### config.mk
export PLATFORM = sky130hd
export DESIGN_NAME = cjb_alu_op_sequencer
export DESIGN_NICKNAME = d
export VERILOG_FILES = /design/src/rtl/cjb_alu_op_sequencer_pkg.sv /design/src/rtl/cjb_cnvz_status_reg.sv /design/src/rtl/cjb_alu_op_sequencer.sv
export SDC_FILE = /design/constraint.sdc
export NUM_CORES = 1
export LEC_CHECK = 0
export BUFFER_PORTS_ARGS = -buffer_cell sky130_fd_sc_hd__buf_2
export CAP_MARGIN = 20
export CORE_MARGIN = 4
export CORE_UTILIZATION = 51
export CTS_CLUSTER_DIAMETER = 50
export DETAILED_ROUTE_END_ITERATION = 8
export PLACE_DENSITY = 0.88
export SYNTH_ARGS = -nofsm -noshare
export SYNTH_HDL_FRONTEND = slang
export SYNTH_SLANG_ARGS = --single-unit
export TNS_END_PERCENT = 50
### constraint.sdc
create_clock -name Clock -period 2.95 [get_ports Clock]
set_input_delay 0 -clock Clock [delete_from_list [all_inputs] [get_ports Clock]]
set_output_delay 0 -clock Clock [all_outputs]
set_load 0.05 [all_outputs]
### src/rtl/cjb_alu_op_sequencer_pkg.sv
// Shared definitions for the ALU op sequencer: FSM states, CNVZ bit positions and
// Func_Sel unit-group codes.
package cjb_alu_op_sequencer_pkg;

   typedef enum logic [1:0] {
      ST_IDLE = 2'b00,
      ST_EXEC = 2'b01,
      ST_RESP = 2'b10
   } seq_state_t;

   localparam int CNVZ_C = 3;
   localparam int CNVZ_N = 2;
   localparam int CNVZ_V = 1;
   localparam int CNVZ_Z = 0;

   localparam logic [1:0] GRP_ARITH = 2'b00;
   localparam logic [1:0] GRP_LOGIC = 2'b01;
   localparam logic [1:0] GRP_SHIFT = 2'b10;
   localparam logic [1:0] GRP_CONST = 2'b11;

endpackage

### src/rtl/cjb_cnvz_status_reg.sv
// Architectural CNVZ flag register; a synchronous clear takes priority over a write.
module cjb_cnvz_status_reg
   import cjb_alu_op_sequencer_pkg::*;
#(
   parameter logic [3:0] RST_VAL = 4'b0000
) (
   input  logic       clk,
   input  logic       rst_n,
   input  logic       clr,
   input  logic       we,
   input  logic [3:0] d,
   output logic [3:0] q
);

   logic [3:0] status_d, status_q;

   always_comb begin
      status_d = status_q;
      if (clr) begin
         status_d = RST_VAL;
      end else if (we) begin
         status_d = d;
      end
   end

   always_ff @(posedge clk or negedge rst_n) begin
      if (!rst_n) begin
         status_q <= RST_VAL;
      end else begin
         status_q <= status_d;
      end
   end

   assign q = status_q;

endmodule

### src/rtl/cjb_alu_op_sequencer.sv
// Initiator-side controller for the 8-bit ALU: accepts op requests, runs one or more
// chained ALU passes, keeps the CNVZ status register and returns the final result.
//
// state   | meaning
// --------+---------------------------------------------------------------
// ST_IDLE | Req_Ready high; waiting for a request
// ST_EXEC | ALU inputs driven from registers; one pass per cycle
// ST_RESP | Rsp_Valid high; response held until Rsp_Ready
module cjb_alu_op_sequencer
   import cjb_alu_op_sequencer_pkg::*;
#(
   parameter int         CNT_W      = 3,
   parameter logic [3:0] STATUS_RST = 4'b0000
) (
   input  logic             Clock,
   input  logic             Resetn,
   input  logic             Req_Valid,
   output logic             Req_Ready,
   input  logic [3:0]       Req_Func,
   input  logic [7:0]       Req_X,
   input  logic [7:0]       Req_Y,
   input  logic [1:0]       Req_K,
   input  logic [CNT_W-1:0] Req_Count,
   input  logic             Req_Use_C,
   input  logic             Req_Flag_WE,
   input  logic             Flag_Clr,
   output logic [3:0]       Func_Sel,
   output logic [7:0]       Operand_X,
   output logic [7:0]       Operand_Y,
   output logic [1:0]       Const_K,
   output logic             cin,
   input  logic [7:0]       ALU_Result,
   input  logic [3:0]       ALU_CNVZ,
   output logic             Rsp_Valid,
   input  logic             Rsp_Ready,
   output logic [7:0]       Rsp_Result,
   output logic [3:0]       Rsp_CNVZ,
   output logic [3:0]       Status_CNVZ
);

   seq_state_t       state_d, state_q;
   logic [3:0]       func_d, func_q;
   logic [7:0]       x_d, x_q;
   logic [7:0]       y_d, y_q;
   logic [1:0]       k_d, k_q;
   logic             cin_d, cin_q;
   logic             use_c_d, use_c_q;
   logic             flag_we_d, flag_we_q;
   logic [CNT_W-1:0] cnt_d, cnt_q;
   logic [7:0]       rsp_result_d, rsp_result_q;
   logic [3:0]       rsp_cnvz_d, rsp_cnvz_q;
   logic             status_we;

   always_comb begin
      state_d      = state_q;
      func_d       = func_q;
      x_d          = x_q;
      y_d          = y_q;
      k_d          = k_q;
      cin_d        = cin_q;
      use_c_d      = use_c_q;
      flag_we_d    = flag_we_q;
      cnt_d        = cnt_q;
      rsp_result_d = rsp_result_q;
      rsp_cnvz_d   = rsp_cnvz_q;
      status_we    = 1'b0;
      case (state_q)
         ST_IDLE: begin
            if (Req_Valid) begin
               func_d    = Req_Func;
               x_d       = Req_X;
               y_d       = Req_Y;
               k_d       = Req_K;
               cnt_d     = Req_Count;
               use_c_d   = Req_Use_C;
               flag_we_d = Req_Flag_WE;
               cin_d     = Req_Use_C ? Status_CNVZ[CNVZ_C] : 1'b0;
               state_d   = ST_EXEC;
            end
         end
         ST_EXEC: begin
            if (cnt_q != '0) begin
               // Chain result and carry into the next pass.
               x_d   = ALU_Result;
               cin_d = use_c_q ? ALU_CNVZ[CNVZ_C] : 1'b0;
               cnt_d = cnt_q - CNT_W'(1);
            end else begin
               rsp_result_d = ALU_Result;
               rsp_cnvz_d   = ALU_CNVZ;
               status_we    = flag_we_q;
               state_d      = ST_RESP;
            end
         end
         ST_RESP: begin
            if (Rsp_Ready) begin
               state_d = ST_IDLE;
            end
         end
         default: state_d = ST_IDLE;
      endcase
   end

   always_ff @(posedge Clock or negedge Resetn) begin
      if (!Resetn) begin
         state_q      <= ST_IDLE;
         func_q       <= '0;
         x_q          <= '0;
         y_q          <= '0;
         k_q          <= '0;
         cin_q        <= 1'b0;
         use_c_q      <= 1'b0;
         flag_we_q    <= 1'b0;
         cnt_q        <= '0;
         rsp_result_q <= '0;
         rsp_cnvz_q   <= '0;
      end else begin
         state_q      <= state_d;
         func_q       <= func_d;
         x_q          <= x_d;
         y_q          <= y_d;
         k_q          <= k_d;
         cin_q        <= cin_d;
         use_c_q      <= use_c_d;
         flag_we_q    <= flag_we_d;
         cnt_q        <= cnt_d;
         rsp_result_q <= rsp_result_d;
         rsp_cnvz_q   <= rsp_cnvz_d;
      end
   end

   cjb_cnvz_status_reg #(
      .RST_VAL (STATUS_RST)
   ) u_status (
      .clk   (Clock),
      .rst_n (Resetn),
      .clr   (Flag_Clr),
      .we    (status_we),
      .d     (ALU_CNVZ),
      .q     (Status_CNVZ)
   );

   assign Req_Ready  = (state_q == ST_IDLE);
   assign Rsp_Valid  = (state_q == ST_RESP);
   assign Func_Sel   = func_q;
   assign Operand_X  = x_q;
   assign Operand_Y  = y_q;
   assign Const_K    = k_q;
   assign cin        = cin_q;
   assign Rsp_Result = rsp_result_q;
   assign Rsp_CNVZ   = rsp_cnvz_q;

endmodule

==> impl_metrics.yaml, run 1 <==
run_status:
  status: "finished, final reports clean"
min_path:
  min-delay-start: "Req_Count[2]"
  hold_path_end: "cnt_q[2]$_DFFE_PN0P_"
  min_path_cells: 3
  hp-class: "in2reg"
synth:
  post-synth-top-count-cell: "dfrtp_1"
  yosysTopAreaCell: "dfrtp_1"
  synth_seq_area_share: 0.547
  syn_area_per_cell_um2: 14.9
  syn_area_mm2: 0.00210
  yosysWarningCount: 0
  syn_inst: 141
  postSynth.asyncResetShare: 1.00
  ys.flop_type: "dfrtp_1"
  synth_edf_count: 0
  ys_seq_elements: 46
  syn_nets: 187
  synth.top_cell.area_share: 0.547
  synth_common_cells: "dfrtp_1 (46), mux2_2 (27), mux2_4 (17)"
  synth_cell_types: 26
  yosys-top-cells-area: "dfrtp_1 (55%), mux2_2 (14%), mux2_4 (12%)"
global_routing:
  grt_use_total: 0.194
  grt_pass1_vias: 1689
  grt_max_degree: 47
  grt_pass1_wl_um: 7770
  antenna_found_initial: 0
  grt-ovfl-total: 0
worst_setup_path:
  crit_chain: "inv_1, ha_1, nor2b_1, a21oi_2, mux2_2"
  crit_arrival_ns: 2.16
  crit_fanout: 12
  crit_start: "cnt_q[0]$_DFFE_PN0P_"
  r2r_start: "cnt_q[0]$_DFFE_PN0P_"
  r2r_end: "Operand_X[7]$_DFFE_PN0P_"
  critical_path_class: "reg2reg"
  cp-start-kind: "flip-flop"
  end_kind: "flip-flop"
  critical-path-slowest-cell: "a21oi_2"
  r2r_setup_slack_ns: 0.96
  r2r_cells: 5
  worstPathRequired_ns: 3.12
  cpPeakStageDelay_ns: 0.64
sta:
  skew_ns: 0.00867
  finalCritPeriodShare: 0.674
  drv_slew: 0
  fmax_mhz: 503
  finalHoldViolCount: 0
  setup_viol: 0
  setup_tns_ns: 0
  worstMarginPinSlew_ns: 0.819
  period_needed_ns: 1.99
  slew_headroom: 0.454
  rsz0062_at_grt: "false"
power:
  p_leak_nw: 1.47
  ir_drop_v: 0.000667
  powerDensity_mw_per_mm2: 1290
clocking:
  htree_levels: 2
  clock_latency_ns: 0.29
  clk_pin_slew_ns: 0.08
  cts_buffers: 5
  post_cts_buffers: 0
  clock-sinks: 46
  clockRootBuffer: "clkbuf_8"
  cts_tree: "yes"
  cts_buffer_depth: 2
drt:
  firstDrtPassIters: 4
  drt_iter0_drc: 41
  wl_per_cell_um: 15.7
  vias: 1532
  drcViolationCount: 0
  viasPerCell: 4.96
  antenna_left: 0
  finalWirelength_um: 4850
cells_and_area:
  design_area_mm2: 0.00296
  nFillCells: 264
  area_delta_synth_final_pct: 40.5
  fin_util: 0.739
  instances_no_fill: 309
  num_antenna_cells: 0
  fin_nets: 304
  drive_above_1_share: 0.548
place:
  finalWeightedCongestion: 0.767
  io_buffers: 84
  post-dp-hpwl_um: 3290
  place_area_mm2: 0.00252
  place_inst: 269
floorplanning:
  die_w_um: 72.2
  start_util: 0.526
  dieArea_mm2: 0.00522
  design.core.area_mm2: 0.00400
  num_rows: 23
  die-height_um: 72.2
  ios: 85
flow_run:
  drv_cap: 0
## sequential cells by signal, summed over array words and instances (netlist names)
signal / count
Operand_X: 8
flag_we_q: 1
Const_K: 2
state_q: 2
Rsp_Result: 8
use_c_q: 1
cin: 1
u_status.q: 4
Rsp_CNVZ: 4
cnt_q: 3
Operand_Y: 8
Func_Sel: 4
## layer usage
layer	global-route usage	up-vias	share of wire
li1	-	727	-
met1	0.232	752	0.40
met2	0.340	45	0.53
met3	0.0499	8	0.056
met4	0.0668	0	0.018
met5	0	-	0
## cells in the final DEF (no fill, tap or decap), drive strengths merged
cell type and count:
dfrtp 46, and2 1, nand2 3, o21bai 1, nor3b 2, nand2b 5, o2bb2ai 2, nor2b 2
nand4b 4, a21o 1, a21oi 2, mux2 45, ha 2, clkinv 1, inv 4, mux2i 3
and4bb 1, o21ai 5, dlygate4sd3 31, clkbuf 7, a22oi 1, nor2 2, buf 87, nand3b 1
## worst max-delay path by stage
| stage | to | slack [ns] | depth (start not counted) |
|---|---|---|---|
| 2_1_floorplan | cin$_DFFE_PN0P_ | 1.37 | 6 |
| 3_3_place_gp | Operand_X[7]$_DFFE_PN0P_ | 1.02 | 5 |
| 3_5_place_dp | Operand_X[7]$_DFFE_PN0P_ | 0.95 | 5 |
| 4_1_cts | Operand_X[7]$_DFFE_PN0P_ | 0.95 | 5 |
| 5_1_grt | Operand_X[7]$_DFFE_PN0P_ | 0.84 | 5 |
| 6_report | Operand_X[7]$_DFFE_PN0P_ | 0.96 | 5 |
## through the flow
step | hold slack [ns] | total power [mW] | worst slack, ns
floorplan | -0.296 | 2.99 | 1.37
global placement | 0.223 | 3.33 | 1.02
detailed placement | 0.219 | 3.39 | 0.951
CTS | 0.0302 | 3.84 | 0.954
global route | 0.0340 | 4.01 | 0.842
finish | 0.0360 | 3.82 | 0.961
## cells by family after synthesis
group,Yosys count,share of synthesized area
adder cells (fa/ha/maj),2,0.0119
AO/OA/AOI/OAI,12,0.0375
AND/OR/NAND/NOR,21,0.0696
multiplexers,48,0.286
buffers and inverters,12,0.0482
flip-flops,46,0.547
## critical path, delay by kind of cell (launching register included)
kind	cells	cell delay [ns]
compound gates	1	0.64
buf+inv	1	0.07
simple gates	1	0.16
fa+ha+maj	1	0.21
mux	1	0.41
flops	1	0.39
## power by group
group	internal (mW)	total [mW]	switching, mW
clock	0.215	0.417	0.202
sequential	0.940	1.13	0.194
combinational	0.817	2.27	1.45
total	1.97	3.82	1.85
## cell type report
| class | instances | area, um2 | area share |
|---|---|---|---|
| clock buffers | 7 | 96.3 | 0.0326 |
| inverters | 4 | 15.0 | 0.00508 |
| flip-flops and latches | 46 | 1150 | 0.389 |
| repair buffers | 118 | 766 | 0.259 |
| multi-input cells | 83 | 856 | 0.290 |
| clock inverters | 1 | 8.76 | 0.00296 |
| well taps | 50 | 62.6 | 0.0212 |
## timing repair
item                      4_1_cts  5_1_grt
hold endpoints to repair       77        0
hold buffers                   31        0
resized for setup               0        0
Power figures use the tool's default switching activity.
==> inputs of run 2 (changes only) <==
Settings changed: CORE_UTILIZATION 51 to 48, PLACE_DENSITY 0.88 to 0.83.
Clock period 2.95 ns to 1.95 ns, I/O delays scaled along.
==> impl_metrics.yaml, run 2 (same netlist as run 1, synthesis figures left out) <==
clocking:
  clk_pin_slew_ns: 0.08
  ctsResizeCount: 0
  clock-sinks: 46
  cts_buffer_depth: 2
  clockRootBuffer: "clkbuf_8"
  cts_buffers: 5
  clock_latency_ns: 0.29
  cts_tree: "yes"
  htree_levels: 2
place:
  pre_cts_ws_ns: 0.301
  finalWeightedCongestion: 0.820
  post-dp-hpwl_um: 3300
  io_buffers: 84
  place_inst: 273
sta:
  setup_ws_ns: 0.276
  setup_tns_ns: 0
  finalCritPeriodShare: 0.858
  rsz0062_at_grt: "false"
  finalHoldViolCount: 0
  period_needed_ns: 1.67
  fmax_mhz: 597
  worstMarginPinSlew_ns: 0.401
  setup_viol: 0
  skew_ns: 0.00718
  slew_headroom: 0.733
  drv_slew: 0
global_routing:
  grt_pass1_vias: 1622
  grt_pass1_wl_um: 7670
  grt_max_degree: 20
  grt_use_total: 0.184
  grt-ovfl-total: 0
  antenna_found_initial: 0
cells_and_area:
  area_delta_synth_final_pct: 39.8
  instances_no_fill: 311
  layout_common_cells: "buf_2 (84), dfrtp_1 (46), dlygate4sd3_1 (31)"
  final_common_cell: "buf_2"
  drive_above_1_share: 0.548
  num_antenna_cells: 0
  fin_nets: 307
worst_setup_path:
  r2r_end: "Operand_X[7]$_DFFE_PN0P_"
  r2r_setup_slack_ns: 0.28
  worstPathRequired_ns: 2.13
  r2r_start: "cnt_q[0]$_DFFE_PN0P_"
  crit_fanout: 12
  end_kind: "flip-flop"
  critical_path_class: "reg2reg"
  cp-start-kind: "flip-flop"
  crit_arrival_ns: 1.85
  r2r_cells: 6
min_path:
  min-delay-start: "Req_Count[1]"
  min_path_cells: 3
  hp-class: "in2reg"
  hold_path_end: "cnt_q[1]$_DFFE_PN0P_"
drt:
  vias: 1540
  viasPerCell: 4.95
  antenna_left: 0
  drcViolationCount: 0
  firstDrtPassIters: 4
  finalWirelength_um: 4780
  wl_per_cell_um: 15.4
  drt_iter0_drc: 67
run_status:
  status: "finished, final reports clean"
power:
  powerDensity_mw_per_mm2: 1940
  ir_drop_v: 0.00120
  total_power_mw: 5.71
  p_leak_nw: 1.47
floorplanning:
  die_w_um: 74.2
  die-height_um: 74.2
  num_rows: 23
  design.core.area_mm2: 0.00412
  dieArea_mm2: 0.00550
  ios: 85
  start_util: 0.511
flow_run:
  drv_cap: 0
[run 2: changes by cell type in the layout (fill, tap and decap cells not counted), sizes merged]
cell / before / now
buf: 87 / 90
clkbuf: 7 / 6
clkinv: 1 / 0
clkinvlp: 0 / 1
[run 2: layer usage]
layer / routed length, um / share of wire / up-vias / track usage
li1: - / - / 734 / -
met1: 1940 / 0.40 / 746 / 0.224
met2: 2470 / 0.52 / 54 / 0.316
met3: 310 / 0.065 / 6 / 0.0446
met4: 66 / 0.014 / 0 / 0.0684
met5: 0 / 0 / - / 0
[run 2: worst max-delay path by stage]
stage	to	from	slack, ns	depth (start not counted)
global route	Operand_X[7]$_DFFE_PN0P_	cnt_q[0]$_DFFE_PN0P_	0.21	6
floorplan	cin$_DFFE_PN0P_	cnt_q[0]$_DFFE_PN0P_	0.37	6
finish	Operand_X[7]$_DFFE_PN0P_	cnt_q[0]$_DFFE_PN0P_	0.28	6
global placement	Operand_X[7]$_DFFE_PN0P_	cnt_q[0]$_DFFE_PN0P_	0.35	6
CTS	Operand_X[7]$_DFFE_PN0P_	cnt_q[0]$_DFFE_PN0P_	0.29	6
detailed placement	Operand_X[7]$_DFFE_PN0P_	cnt_q[0]$_DFFE_PN0P_	0.30	6
[run 2: cell type report]
type / instances / area [um2]
flip-flops and latches: 46 / 1150
multi-input cells: 83 / 856
repair buffers: 121 / 776
fillers: 294 / 1170
clock buffers: 6 / 72.6
clock inverters: 1 / 7.51
inverters: 4 / 15.0
well taps: 50 / 62.6
[run 2: through the flow]
stage / hold WS (ns) / utilization / area (um2)
finish: 0.00417 / 0.715 / 2940
global route: 0.0248 / 0.715 / 2940
CTS: 0.00660 / 0.715 / 2940
detailed placement: -0.0481 / 0.620 / 2550
global placement: -0.0458 / 0.620 / 2550
floorplan: -0.296 / - / 2100
[run 2: what timing repair did]
item	4_1_cts	5_1_grt
hold buffers	31	0
setup endpoints to repair	0	0
hold endpoints to repair	50	0
buffers inserted	0	0
[run 2: critical path, cell delays in order, from the launching register on]
cell	delay, ns
dfrtp_1	0.39
inv_1	0.08
ha_1	0.21
nor2b_1	0.16
a21oi_2	0.13
buf_4	0.24
mux2_2	0.35
[run 2: where the power goes]
group / total (mW) / switching, mW / leakage (nW) / internal, mW
sequential: 1.72 / 0.297 / 0.554 / 1.42
combinational: 3.45 / 2.19 / 0.874 / 1.26
clock: 0.535 / 0.290 / 0.0373 / 0.246
